==> src/rtl/crc8_strip_dly.sv <==
// crc8_strip_dly: 4-beat delay line that forwards only payload beats (the trailing 4 CRC beats never fall out).
module crc8_strip_dly (
   input  logic       clk,
   input  logic       rst,
   input  logic       clr,
   input  logic       push,
   input  logic [1:0] d,
   input  logic       last,
   output logic       pay_valid,
   output logic [1:0] pay_data,
   output logic       pay_last
);
   logic [3:0][1:0] dat;
   logic [3:0]      vld;
   assign pay_valid = push & vld[3];
   assign pay_data  = dat[3];
   assign pay_last  = pay_valid & last;
   always_ff @(posedge clk)
      if (rst | clr) vld <= '0;
      else if (push) vld <= {vld[2:0], 1'b1};
   always_ff @(posedge clk)
      if (push) dat <= {dat[2:0], d};
endmodule

==> config.mk <==
export PLATFORM = sky130hd
export DESIGN_NAME = crc8_strip_dly
export DESIGN_NICKNAME = d
export VERILOG_FILES = /design/src/rtl/crc8_strip_dly.sv
export SDC_FILE = /design/constraint.sdc
export NUM_CORES = 1
export LEC_CHECK = 0
export CAP_MARGIN = 20
export CORE_MARGIN = 3
export CORE_UTILIZATION = 25
export CTS_BUF_LIST = sky130_fd_sc_hd__clkbuf_8 sky130_fd_sc_hd__clkbuf_16
export DETAILED_ROUTE_END_ITERATION = 10
export MAX_ROUTING_LAYER = met4
export PLACE_DENSITY_LB_ADDON = 0.15
export SLEW_MARGIN = 20
export SYNTH_ARGS = -nofsm -noshare
export SYNTH_HDL_FRONTEND = slang
export SYNTH_SLANG_ARGS = --single-unit
export TNS_END_PERCENT = 1
==> constraint.sdc <==
create_clock -name clk -period 1.2 [get_ports clk]
set_clock_uncertainty 0.2 [all_clocks]
set_input_delay 0.36 -clock clk [delete_from_list [all_inputs] [get_ports clk]]
set_output_delay 0.36 -clock clk [all_outputs]
set_load 0.05 [all_outputs]
==> flow_summary.ini <==
[run_status]
outcome = complete, but fails checks
violations = setup timing

[layout]
areaGrowthSynthToFinish_pct = 48.8
diodes = 0
stdcell_area_sq_um = 618
postLayoutCoreUtil = 0.401
layout-drive-gt1-share = 0.359
layout.nets = 47

[yosys]
ys_warn_count = 0
syn_area_per_cell_sq_um = 16.6
synth_cell_types = 9
seq_area_frac_synth = 0.771
syn_inst = 25
ys_ff_latch = 12
synth_area_sq_um = 415
syn_nets = 32

[sta]
hold_viol_final = 0
fin_setup_tns_ns = -0.756
whs_ns = 0.219
fmax_mhz = 701
postLayoutSetupSlackWorst_ns = -0.227
fin_crit_sh = 1.19
slew_violations = 0
slew_headroom = 0.885
max_slew.worst_pin.slew_ns = 0.171
finalSetupViolations = 4
rsz0062_at_grt = yes
post-route-min-period_ns = 1.43

[die]
initial_core_util = 0.269
coreArea_sq_mm = 0.00154
num_rows = 14
chipWidth_microns = 46.8
io_pins = 11
fp.dieH_microns = 46.8
die-area_sq_mm = 0.00219

[power_and_ir_drop]
power_leakage_nw = 0.237
peakVddDrop_v = 0.000744
finalPower_uw = 896
p_per_area_mw_per_mm2 = 1450

[setup_path]
path_cells = and3_4 > buf_12
crit_path_max_fanout = 3
critPathTopFamily = flip-flops
reg2regPathDepth = 3
worst-path-stages = 2
cp-end-kind = output port
path_buf_inv = 1
crit_type = reg2out
startpoint_type = flip-flop
arrival_ns = 0.87
slowest_stage = dfxtp_2
required_ns = 0.64
max_stage_delay_ns = 0.33

[clock_network]
htree_levels = 1
cts-buffers-inserted = 3
insertion_delay_ns = 0.23
cts_sinks = 12
cts_root_buffer = clkbuf_8
clk_pin_slew_ns = 0.05
tritoncts = built
cts_buffer_depth = 2
postCtsHoldBufs = 0

[grt]
grt_max_degree = 10
grt-ovfl-total = 0
grt_pass1_vias = 226
grt_first_pass_wirelength_microns = 966
grt.total_usage = 0.0692
antenna_found_initial = 0

[flow_run]
maxCapViolCount = 0

[detailed_routing]
dr_total_vias = 232
ant_nets = 0
first_iter_violations = 4
dr.pass1.iters = 4
wl_per_cell_microns = 10.2
vias_per_cell = 4.22
drt_wl_total_microns = 563
drc = 0

[worst_hold_path]
min_delay_path_depth = 0
hp-class = reg2reg

[place]
place.detailed.hpwl_microns = 423
place_area_sq_um = 569
port-buffer-count = 10
gp_congestion = 0.536
## metrics by stage
stage          setup WS (ns)  std cells
6_report              -0.227         55
5_1_grt               -0.265         55
4_1_cts               -0.242         55
3_5_place_dp          -0.597         50
3_3_place_gp          -0.600         50
2_1_floorplan        -0.0885         25
## area by class of cell
class,count,area (sq um)
Tap cell,16,20.0
Clock inverter,1,3.75
Multi-Input combinational cell,10,73.8
Clock buffer,3,41.3
Fill cell,150,923
Timing Repair Buffer,13,158
Sequential cell,12,322
## cells by family (layout without fill, tap and decap cells)
logic type,count (synthesis),in the layout,share of synthesized area
simple gates,7,7,0.0934
flops,12,12,0.771
buf+inv,3,17,0.0632
mux,3,3,0.0723
## power by group
part | total, mW | internal, mW | switching [mW]
registers | 0.473 | 0.465 | 0.00728
clock network | 0.357 | 0.224 | 0.133
logic | 0.0664 | 0.0364 | 0.0301
total | 0.896 | 0.726 | 0.170
## per-layer routing
metal  vias up  GRT usage  share of wire
met5         -          -              0
met4         0     0.0497              0
met3         0     0.0345          0.057
met2         8     0.0840           0.47
met1       108     0.0861           0.47
li1        116          -              -
## synth_stat cells
cell type  count  area [sq um]
nor2_1         1          3.75
and2_2         1          7.51
buf_4          2          15.0
nor3_1         4          20.0
and3_2         1          7.51
edfxtp_1       8           240
buf_6          1          11.3
mux2i_1        3          30.0
dfxtp_1        4          80.1
## cell usage in the layout, fill, tap and decap left out
master,Yosys,final
nor3_1,4,4
and2_4,0,1
and3_4,0,1
buf_12,0,4
clkinv_1,0,1
mux2i_1,3,3
clkdlybuf4s15_1,0,1
edfxtp_1,8,8
buf_4,2,3
dfxtp_1,4,3
buf_2,0,1
clkbuf_8,0,3
nor2_1,1,1
dfxtp_2,0,1
clkdlybuf4s50_1,0,4
## worst register-to-register path: cells and delay by family, from the launching register on
family | cells | cell delay (ns)
buf+inv | 1 | 0.12
flops | 1 | 0.32
mux | 1 | 0.12
simple gates | 1 | 0.06
## final timing paths
path                                          start                    end  slack (ns)
worst max-delay path            vld[3]$_SDFFE_PP0P_               pay_last       -0.23
worst min register to register     dat[5]$_DFFE_PP_  pay_data[1]$_DFFE_PP_        0.22
worst max register to register  vld[3]$_SDFFE_PP0P_    vld[3]$_SDFFE_PP0P_        0.27
worst min-delay path               dat[5]$_DFFE_PP_  pay_data[1]$_DFFE_PP_        0.22
## timing repair
action,in CTS,in global routing
setup endpoints to repair,16,4
pin swaps,1,1
buffers inserted,1,0
gates resized for setup,6,1
## state kept, by name (all words and copies together), names as in the netlist
register,count
dat,6
vld,4
pay_data,2
Note: power is estimated with default switching activity, not from simulation.
